==> config.mk <==
export PLATFORM = sky130hd
export DESIGN_NAME = sl_transmitter
export DESIGN_NICKNAME = d
export VERILOG_FILES = /design/src/rtl/sl_pkg.sv /design/src/rtl/sl_phase_timer.sv /design/src/rtl/sl_transmitter.sv
export SDC_FILE = /design/constraint.sdc
export NUM_CORES = 1
export LEC_CHECK = 0
export CAP_MARGIN = 25
export CORE_UTILIZATION = 53
export DETAILED_ROUTE_END_ITERATION = 8
export GPL_TIMING_DRIVEN = 0
export MAX_ROUTING_LAYER = met4
export PLACE_DENSITY = 0.87
export SLEW_MARGIN = 20
export SYNTH_ARGS = -nofsm -noshare
export SYNTH_HDL_FRONTEND = slang
export SYNTH_SLANG_ARGS = --single-unit
==> constraint.sdc <==
create_clock -name clk -period 5.23 [get_ports clk]
set_input_delay 1.046 -clock clk [delete_from_list [all_inputs] [get_ports clk]]
set_output_delay 1.046 -clock clk [all_outputs]
set_load 0.03 [all_outputs]
==> src/rtl/sl_pkg.sv <==
// sl_pkg: shared definitions for the SL (serial-line) transceiver blocks.
//   - config register field indices and the power-on config value
//   - status register bit indices
//   - legal data-bit-count range
//   - transmitter FSM state encoding
//   - build_word(): masks a data word to BQ bits and places the parity bit at
//     position BQ, producing the complete LSB-first bit sequence to shift out.
package sl_pkg;

    // Config register fields
    localparam int CFG_PIE = 0;   // invert parity bit
    localparam int CFG_BQL = 1;   // data bit count, low index
    localparam int CFG_BQH = 6;   // data bit count, high index

    localparam int BQ_W = CFG_BQH - CFG_BQL + 1;

    // Status register bits
    localparam int ST_TXB = 0;    // transmitter busy
    localparam int ST_TXD = 1;    // word done (sticky)
    localparam int ST_CRJ = 2;    // config write rejected (sticky)
    localparam int ST_WRJ = 3;    // start request rejected (sticky)

    localparam logic [BQ_W-1:0] BQ_MIN = 6'd8;
    localparam logic [BQ_W-1:0] BQ_MAX = 6'd32;
    localparam logic [BQ_W-1:0] BQ_RESET = 6'd8;

    // Phase counter width (holds PULSE_LEN-1 / GAP_LEN-1)
    localparam int PHASE_W = 6;

    typedef enum logic [2:0] {
        S_IDLE     = 3'd0,
        S_BIT_ACT  = 3'd1,
        S_BIT_GAP  = 3'd2,
        S_STOP_ACT = 3'd3,
        S_STOP_GAP = 3'd4
    } sl_state_t;

    // Data bits [bq-1:0] followed by the parity bit at index bq. Parity makes
    // the count of ones over data+parity odd; pie flips it.
    function automatic logic [32:0] build_word(
        input logic [31:0]     data,
        input logic [BQ_W-1:0] bq,
        input logic            pie
    );
        logic [32:0] mask;
        logic [32:0] masked;
        logic        par;
        mask   = (33'd1 << bq) - 33'd1;
        masked = {1'b0, data} & mask;
        par    = ~(^masked) ^ pie;
        return masked | ({32'd0, par} << bq);
    endfunction

endpackage

==> src/rtl/sl_phase_timer.sv <==
// sl_phase_timer: loadable down-counter timing one line phase.
//   clk, rst   : clock, asynchronous active-high reset
//   load       : load load_val this cycle (takes priority over counting)
//   load_val   : phase length minus one
//   terminal   : high while the count sits at zero, i.e. during the last
//                cycle of the phase; the owner switches phase on the next edge
module sl_phase_timer
    import sl_pkg::*;
(
    input  logic               clk,
    input  logic               rst,
    input  logic               load,
    input  logic [PHASE_W-1:0] load_val,
    output logic               terminal
);

    logic [PHASE_W-1:0] count_reg;

    always_ff @(posedge clk or posedge rst) begin
        if (rst) begin
            count_reg <= '0;
        end else if (load) begin
            count_reg <= load_val;
        end else if (count_reg != '0) begin
            count_reg <= count_reg - 1'b1;
        end
    end

    assign terminal = (count_reg == '0);

endmodule

==> src/rtl/sl_transmitter.sv <==
// sl_transmitter: SL bus word transmitter.
// Serialises one word LSB-first as BQ data bits, one odd-parity bit and one
// stop symbol. Every symbol is an active phase of PULSE_LEN cycles followed by
// a both-high gap of GAP_LEN cycles.
//   clk, rst            : clock, asynchronous active-high reset
//   wr_data, wr_enable  : word to send and start strobe (honoured in IDLE only)
//   wr_config_w,
//   config_wr_enable    : config write (PIE bit 0, BQ bits 6:1)
//   done_picked         : clears the TXD flag
//   serial_line_zeroes,
//   serial_line_ones    : registered SL wires (idle = both high)
//   r_config_w          : current config
//   status_w            : TXB/TXD/CRJ/WRJ
//   data_status_changed : one-cycle pulse on word start and completion
module sl_transmitter
    import sl_pkg::*;
#(
    parameter int CONFIG_WIDTH = 16,
    parameter int STATUS_WIDTH = 16,
    parameter int PULSE_LEN    = 16,
    parameter int GAP_LEN      = 16
) (
    input  logic                    clk,
    input  logic                    rst,
    input  logic [31:0]             wr_data,
    input  logic                    wr_enable,
    input  logic [CONFIG_WIDTH-1:0] wr_config_w,
    input  logic                    config_wr_enable,
    input  logic                    done_picked,
    output logic                    serial_line_zeroes,
    output logic                    serial_line_ones,
    output logic [CONFIG_WIDTH-1:0] r_config_w,
    output logic [STATUS_WIDTH-1:0] status_w,
    output logic                    data_status_changed
);

    localparam logic [PHASE_W-1:0] PULSE_LOAD = PHASE_W'(PULSE_LEN - 1);
    localparam logic [PHASE_W-1:0] GAP_LOAD   = PHASE_W'(GAP_LEN - 1);

    sl_state_t       state_reg;
    logic [32:0]     shift_reg;
    logic [BQ_W-1:0] bq_lat_reg;
    logic [BQ_W-1:0] bit_cnt_reg;
    logic            zeroes_reg;
    logic            ones_reg;
    logic            dsc_reg;
    logic            txb_reg;
    logic            txd_reg;
    logic            crj_reg;
    logic            wrj_reg;
    logic [BQ_W-1:0] cfg_bq_reg;
    logic            cfg_pie_reg;

    logic            phase_done;
    logic            timer_load;
    logic [PHASE_W-1:0] timer_val;
    logic            start;
    logic            complete;
    logic [BQ_W-1:0] cfg_bq_w;
    logic            cfg_ok;
    logic            cfg_accept;
    logic            cfg_reject;
    logic [32:0]     first_word;
    logic            unused_cfg_bits;

    assign unused_cfg_bits = ^wr_config_w[CONFIG_WIDTH-1:CFG_BQH+1];

    assign start    = (state_reg == S_IDLE) && wr_enable;
    assign complete = (state_reg == S_STOP_GAP) && phase_done;

    // Timer reload on every phase change; active phases follow IDLE and
    // BIT_GAP, gaps follow the two active states.
    assign timer_load = start || ((state_reg != S_IDLE) && phase_done);
    assign timer_val  = ((state_reg == S_IDLE) || (state_reg == S_BIT_GAP))
                        ? PULSE_LOAD : GAP_LOAD;

    sl_phase_timer u_phase_timer (
        .clk      (clk),
        .rst      (rst),
        .load     (timer_load),
        .load_val (timer_val),
        .terminal (phase_done)
    );

    // Config write qualification
    assign cfg_bq_w   = wr_config_w[CFG_BQH:CFG_BQL];
    assign cfg_ok     = !cfg_bq_w[0] && (cfg_bq_w >= BQ_MIN) && (cfg_bq_w <= BQ_MAX);
    assign cfg_accept = config_wr_enable && (state_reg == S_IDLE) && cfg_ok;
    assign cfg_reject = config_wr_enable && !cfg_accept;

    assign first_word = build_word(wr_data, cfg_bq_reg, cfg_pie_reg);

    always_ff @(posedge clk or posedge rst) begin
        if (rst) begin
            cfg_bq_reg  <= BQ_RESET;
            cfg_pie_reg <= 1'b0;
        end else if (cfg_accept) begin
            cfg_bq_reg  <= cfg_bq_w;
            cfg_pie_reg <= wr_config_w[CFG_PIE];
        end
    end

    // Main FSM; line outputs are registered alongside the state so the wires
    // change on the same edge as the state they belong to.
    always_ff @(posedge clk or posedge rst) begin
        if (rst) begin
            state_reg   <= S_IDLE;
            shift_reg   <= '0;
            bq_lat_reg  <= BQ_RESET;
            bit_cnt_reg <= '0;
            zeroes_reg  <= 1'b1;
            ones_reg    <= 1'b1;
            txb_reg     <= 1'b0;
            dsc_reg     <= 1'b0;
        end else begin
            dsc_reg <= 1'b0;
            case (state_reg)
                S_IDLE: begin
                    if (wr_enable) begin
                        state_reg   <= S_BIT_ACT;
                        shift_reg   <= first_word;
                        bq_lat_reg  <= cfg_bq_reg;
                        bit_cnt_reg <= '0;
                        zeroes_reg  <= first_word[0];
                        ones_reg    <= ~first_word[0];
                        txb_reg     <= 1'b1;
                        dsc_reg     <= 1'b1;
                    end
                end
                S_BIT_ACT: begin
                    if (phase_done) begin
                        state_reg  <= S_BIT_GAP;
                        zeroes_reg <= 1'b1;
                        ones_reg   <= 1'b1;
                    end
                end
                S_BIT_GAP: begin
                    if (phase_done) begin
                        // bit index bq is the parity bit, the last one sent
                        if (bit_cnt_reg == bq_lat_reg) begin
                            state_reg  <= S_STOP_ACT;
                            zeroes_reg <= 1'b0;
                            ones_reg   <= 1'b0;
                        end else begin
                            state_reg   <= S_BIT_ACT;
                            bit_cnt_reg <= bit_cnt_reg + 1'b1;
                            shift_reg   <= shift_reg >> 1;
                            zeroes_reg  <= shift_reg[1];
                            ones_reg    <= ~shift_reg[1];
                        end
                    end
                end
                S_STOP_ACT: begin
                    if (phase_done) begin
                        state_reg  <= S_STOP_GAP;
                        zeroes_reg <= 1'b1;
                        ones_reg   <= 1'b1;
                    end
                end
                S_STOP_GAP: begin
                    if (phase_done) begin
                        state_reg <= S_IDLE;
                        txb_reg   <= 1'b0;
                        dsc_reg   <= 1'b1;
                    end
                end
                default: begin
                    state_reg  <= S_IDLE;
                    zeroes_reg <= 1'b1;
                    ones_reg   <= 1'b1;
                    txb_reg    <= 1'b0;
                end
            endcase
        end
    end

    // Sticky status flags
    always_ff @(posedge clk or posedge rst) begin
        if (rst) begin
            txd_reg <= 1'b0;
            crj_reg <= 1'b0;
            wrj_reg <= 1'b0;
        end else begin
            // completion beats a simultaneous done_picked
            if (complete) begin
                txd_reg <= 1'b1;
            end else if (done_picked || start) begin
                txd_reg <= 1'b0;
            end

            if (cfg_reject) begin
                crj_reg <= 1'b1;
            end else if (cfg_accept) begin
                crj_reg <= 1'b0;
            end

            if (wr_enable && (state_reg != S_IDLE)) begin
                wrj_reg <= 1'b1;
            end else if (start) begin
                wrj_reg <= 1'b0;
            end
        end
    end

    always_comb begin
        r_config_w                  = '0;
        r_config_w[CFG_PIE]         = cfg_pie_reg;
        r_config_w[CFG_BQH:CFG_BQL] = cfg_bq_reg;
    end

    always_comb begin
        status_w         = '0;
        status_w[ST_TXB] = txb_reg;
        status_w[ST_TXD] = txd_reg;
        status_w[ST_CRJ] = crj_reg;
        status_w[ST_WRJ] = wrj_reg;
    end

    assign serial_line_zeroes  = zeroes_reg;
    assign serial_line_ones    = ones_reg;
    assign data_status_changed = dsc_reg;

endmodule

---- Word level (Yosys, flattened, before mapping) ----
Cells that the tools add are included.
word-level totals
  register bits ........................... 68
  input bits .............................. 53
  output and inout bits ................... 35
  logic and storage cells ................. 109
operators by class
  add/sub/neg operators ................... 3
  order comparisons ....................... 2
  eq/ne operators ......................... 12
  shifts and indexed selects .............. 2
  mux-type cells .......................... 38
  bitwise operators ....................... 8
  reductions and logical operators ........ 30
operators by type and width
  operator                                                                number
  33-bit 2-to-1 mux                                                       3
  33-bit case mux with 2 select lines                                     1
  32-bit by 33-bit bitwise AND with 33-bit output                         1
  33-bit bitwise OR                                                       1
  33-bit parity                                                           1
  1-bit by 6-bit left shift with 33-bit output                            1
  1-bit by 6-bit left shift with 33-bit output (first input constant)     1
  33-bit by 1-bit subtractor with 33-bit output (second input constant)   1
  6-bit 2-to-1 mux                                                        5
  1-bit 2-to-1 mux                                                        17
  3-bit 2-to-1 mux                                                        5
  3-bit case mux with 5 select lines                                      1
  2-bit != test (second input constant)                                   6
  6-bit case mux with 2 select lines                                      1
  2-bit nonzero test                                                      5
  1-bit logical AND                                                       9
  1-bit case mux with 4 select lines                                      2
  4-bit AND reduction                                                     2
  6-bit by 1-bit adder with 6-bit output (second input constant)          1
  3-bit by 2-bit == test with 1-bit output (second input constant)        2
  6-bit == test                                                           1
  6-bit by 4-bit >= comparator with 1-bit output (second input constant)  1
  6-bit <= comparator (second input constant)                             1
  6-bit zero test                                                         1
  other kinds (19)                                                        25

---- Depth between registers and ports, before layout ----
  depth after elaboration ................. 11
  depth in mapped cells ................... 17
  gate-level depth less buffers ........... 12

---- Cells and area by module ----
From an unflattened synthesis, not the netlist that was laid out.
unflattened totals
  cells, all modules ...................... 592
  area total of the unflattened synthesis .. 4954.8 um2
by module, submodules not included
  module          times used  cells each  area each (um2)  seq. area each (um2)
  sl_transmitter  1           552         4573.1           1531.5
  sl_phase_timer  1           40          381.6            150.1

---- Least setup slack after synthesis ----
No wires, ideal clock.
  path kind ............................... reg-to-reg
  start point ............................. register cfg_bq_reg[2]
  end point ............................... register shift_reg[32]
  setup time .............................. 122 ps
  data arrival time ....................... 3854 ps
  required time ........................... 5108 ps
  setup slack ............................. 1255 ps
  stages on the path, launching flop included .. 17
  path buffers ............................ 6
  period minus slack after synthesis ...... 3975 ps
  path through ............................ dfrtp_1 buf_4 clkbuf_1 nor2b_1 buf_1 nand2_1 ha_1 clkbuf_1 clkbuf_1 o31ai_1 xor2_1 nand2_1 xnor2_1 xnor3_1 xnor3_2 buf_2 a32o_1
between the ends
  cells in the longest elaborated chain, start to end .. 10
ends and longest elaborated chain
  element                                          line                   source
  start, declared                                  sl_transmitter.sv:51   logic [BQ_W-1:0] cfg_bq_reg;
  start signal, assigned                           sl_transmitter.sv:98   cfg_bq_reg <= cfg_bq_w;
  1-bit by 6-bit left shift with 33-bit output     sl_pkg.sv:48           mask = (33'd1 << bq) - 33'd1;
  33-bit by 1-bit subtractor with 33-bit output    sl_pkg.sv:48
  32-bit by 33-bit bitwise AND with 33-bit output  sl_pkg.sv:49           masked = {1'b0, data} & mask;
  33-bit parity                                    sl_pkg.sv:50           par = ~(^masked) ^ pie;
  1-bit inverter                                   sl_pkg.sv:50
  1-bit bitwise XOR                                sl_pkg.sv:50
  1-bit by 6-bit left shift with 33-bit output     sl_pkg.sv:51           return masked | ({32'd0, par} << bq);
  33-bit bitwise OR *                              sl_pkg.sv:51
  33-bit 2-to-1 mux *                              sl_transmitter.sv:119  if (wr_enable) begin
  33-bit case mux with 2 select lines *            sl_transmitter.sv:117  case (state_reg)
  end signal, assigned                             sl_transmitter.sv:121  shift_reg <= first_word;
  end signal, assigned                             sl_transmitter.sv:147  shift_reg <= shift_reg >> 1;
  end, declared                                    sl_transmitter.sv:41   logic [32:0] shift_reg;
Every way passes the cells marked *; elsewhere a longest branch is shown, timed or not. The select of a mux whose other input is x is not followed.
A chain may end at the register's enable or synchronous reset.

---- Worst setup path after layout ----
  start point ............................. register cfg_bq_reg[2]
  end point ............................... register shift_reg[6]
The elaborated chain is that of the path after synthesis.

==> results_dict.tcl <==
set metrics [dict create \
    crit_path_end "shift_reg[6]" \
    synth_cells 563 \
    num-fill-cells 724 \
    power_leakage_uw 0.00248 \
    vias_per_cell 6.21 \
    crit_type "reg -> reg" \
    skew_ns 0.00801 \
    rsz0062_at_grt "false" \
    grt_pass1_vias 4531 \
    setup.worst_path.start "cfg_bq_reg[2]" \
    fin_area_um2 5790 \
    drive_gt1_share_pct 12.9 \
    nets 709 \
    io_pins 88 \
    cts_max_path_buffers 2 \
    overflow 0 \
    p_per_area_nw_per_um2 181 \
    synth_edf_count 0 \
    fin_crit_sh_pct 93.9 \
    ys_async_sr_fraction_pct 100 \
    layout_common_cells "dfrtp_1 (63), nand2_1 (61), clkdlybuf4s50_1 (57), o21ai_0 (50), nor2_1 (35)" \
    area_growth_syn_to_layout_pct 21.0 \
    critPathRequiredTime_ns 5.46 \
    rows 34 \
    antenna_found_initial 0 \
    yosysSeqAreaShare_pct 35.2 \
    utilization_pct 66.4 \
    start_util_pct 54.8 \
    mappedNetlistArea_um2 4780 \
    drcViolationCount 0 \
    crit_fanout 10 \
    cts_tree "built" \
    max_freq_ghz 0.204 \
    synth_top_flop_cell "dfrtp_1" \
    die_area_um2 9410 \
    fp.dieH_um 97 \
    worst_setup_path_end_kind "flip-flop" \
    ant_nets 0 \
    hold_violations 0 \
    h-tree-depth 3 \
    r2r-start "cfg_bq_reg[2]" \
    arrival_ns 5.14 \
    placedCellCount 749 \
    fin_cells 765 \
    fp.dieW_um 97 \
    dpl.hpwl_um 10600 \
    syn_area_per_cell_um2 8.50 \
    largest_register_ffs 32 \
    drt_pass1_iterations 6 \
    r2r_slack_ns 0.32 \
    cts_setup_buffers 0 \
    cap_violations 0 \
    peakVddDrop_v 0.000116 \
    core_um2 8720 \
    cts_made_buffers 9 \
    clkTransAtPathRegs_ns 0.08 \
    setup_violations 0 \
    synth_seq_cells 67 \
    drtIter0Drc 531 \
    gp_congestion 0.966 \
    period_minus_slack_ns 4.91 \
    postPlaceCellArea_um2 5590 \
    clock-sinks 67 \
    rr_worst_depth 16 \
    max-slew-margin-rel_pct 41.3 \
    ys_warn_count 0 \
    final_common_cell "dfrtp_1" \
    hold_buffers 0 \
    vias 4747 \
    regToRegEndpoint "shift_reg[6]" \
    worst_setup_path_start_kind "flip-flop" \
    drt-total-wl_um 14200 \
    grt_max_degree 51 \
    grt.total_usage_pct 31.6 \
    tns_ns 0 \
    ys_types 66 \
    clk_latency_ns 0.36 \
    port_buffers 57 \
    maxSlewViolCount 0 \
    cts_resized 0 \
    grt_pass1_wl_um 22800 \
    cts_root_buffer "clkbuf_8" \
    min_path_type "reg -> reg" \
    status "completed" \
    drt-wirelength-per-cell_um 18.6 \
    antenna_cells 0 \
    tightest_slew_ns 0.877 \
]
## cells in the mapped netlist, drive strengths merged (5+ instances only)
cell type	count	share of area, %
nor2b	5	0.71
nand2b	6	0.78
xnor3	6	2.9
xnor2	17	3.1
o31ai	7	1.1
inv	7	0.55
a21oi	16	1.7
a31oi	29	3.8
clkbuf	26	2.0
nand3	31	3.2
o21a	6	0.94
nor2	35	2.7
or3	29	3.9
mux2	6	1.4
o21ai	56	6.2
xor2	20	3.7
nand2	61	4.8
and2	6	0.78
dfrtp	63	33
nor3	22	2.3
buf	45	6.8
## worst min path at each step
stage,startpoint,to,slack [ns],cells after the start
2_1_floorplan,shift_reg[17],shift_reg[17],0.44,2
3_3_place_gp,bq_lat_reg[3],bq_lat_reg[3],0.46,2
3_5_place_dp,bq_lat_reg[3],bq_lat_reg[3],0.46,2
4_1_cts,bq_lat_reg[3],bq_lat_reg[3],0.47,2
5_1_grt,bq_lat_reg[3],bq_lat_reg[3],0.52,2
6_report,bq_lat_reg[3],bq_lat_reg[3],0.47,2
## layer usage
metal | vias to the layer above | wire length [um] | track usage [%]
met1 | 2243 | 5800 | 39.1
met2 | 305 | 6820 | 52.4
met4 | 0 | 453 | 11.0
met3 | 51 | 1180 | 5.20
li1 | 2148 | - | -
met5 | - | 0 | -
## worst max-delay path, cell delays in order, from the launching register on
cell and delay, ns:
dfrtp_1 0.48, buf_4 0.22, clkbuf_1 0.45, nor2b_1 0.09, buf_1 0.26, nand2_1 0.15
ha_1 0.17, clkbuf_1 0.43, clkbuf_1 0.42, o21ai_1 0.14, xor2_1 0.19, nand2_1 0.15
xnor2_1 0.22, xnor3_1 0.36, xnor3_2 0.48, a311oi_1 0.45, nor3_1 0.12
## power by group
group          internal (uW)  total [uW]      switching [uW]
Combinational           44.4        89.2                44.8
Sequential               518         518  0.0000000000000214
Clock                    221         439                 218
Total                    783        1050                 262
## cell type report
cell class | count | area (um^2) | area share (%)
Clock inverter | 6 | 65.1 | 1.12
Inverter | 7 | 28.8 | 0.497
Timing Repair Buffer | 58 | 598 | 10.3
Multi-Input combinational cell | 438 | 2730 | 47.2
Tap cell | 108 | 135 | 2.34
Sequential cell | 67 | 1680 | 29.1
Clock buffer | 10 | 128 | 2.21
Buffer | 71 | 422 | 7.29
## stage by stage
step,power [uW],worst slack (ns),hold slack (ns)
after CTS,1050,0.469,0.473
after global routing,1070,0.0670,0.516
final,1050,0.320,0.470
after floorplan,572,1.25,0.442
after global placement,613,0.555,0.458
after detailed placement,617,0.481,0.461
## cell families after synthesis
| kind of cell | after synthesis | share of synthesized area [%] |
|---|---|---|
| compound gates | 138 | 18.1 |
| buf+inv | 78 | 9.36 |
| mux | 9 | 2.04 |
| simple gates | 223 | 24.6 |
| fa+ha+maj | 4 | 1.05 |
| xor+xnor | 43 | 9.63 |
| flops | 67 | 35.2 |
| other cells | 1 | 0.0784 |
Power figures use the tool's default switching activity.
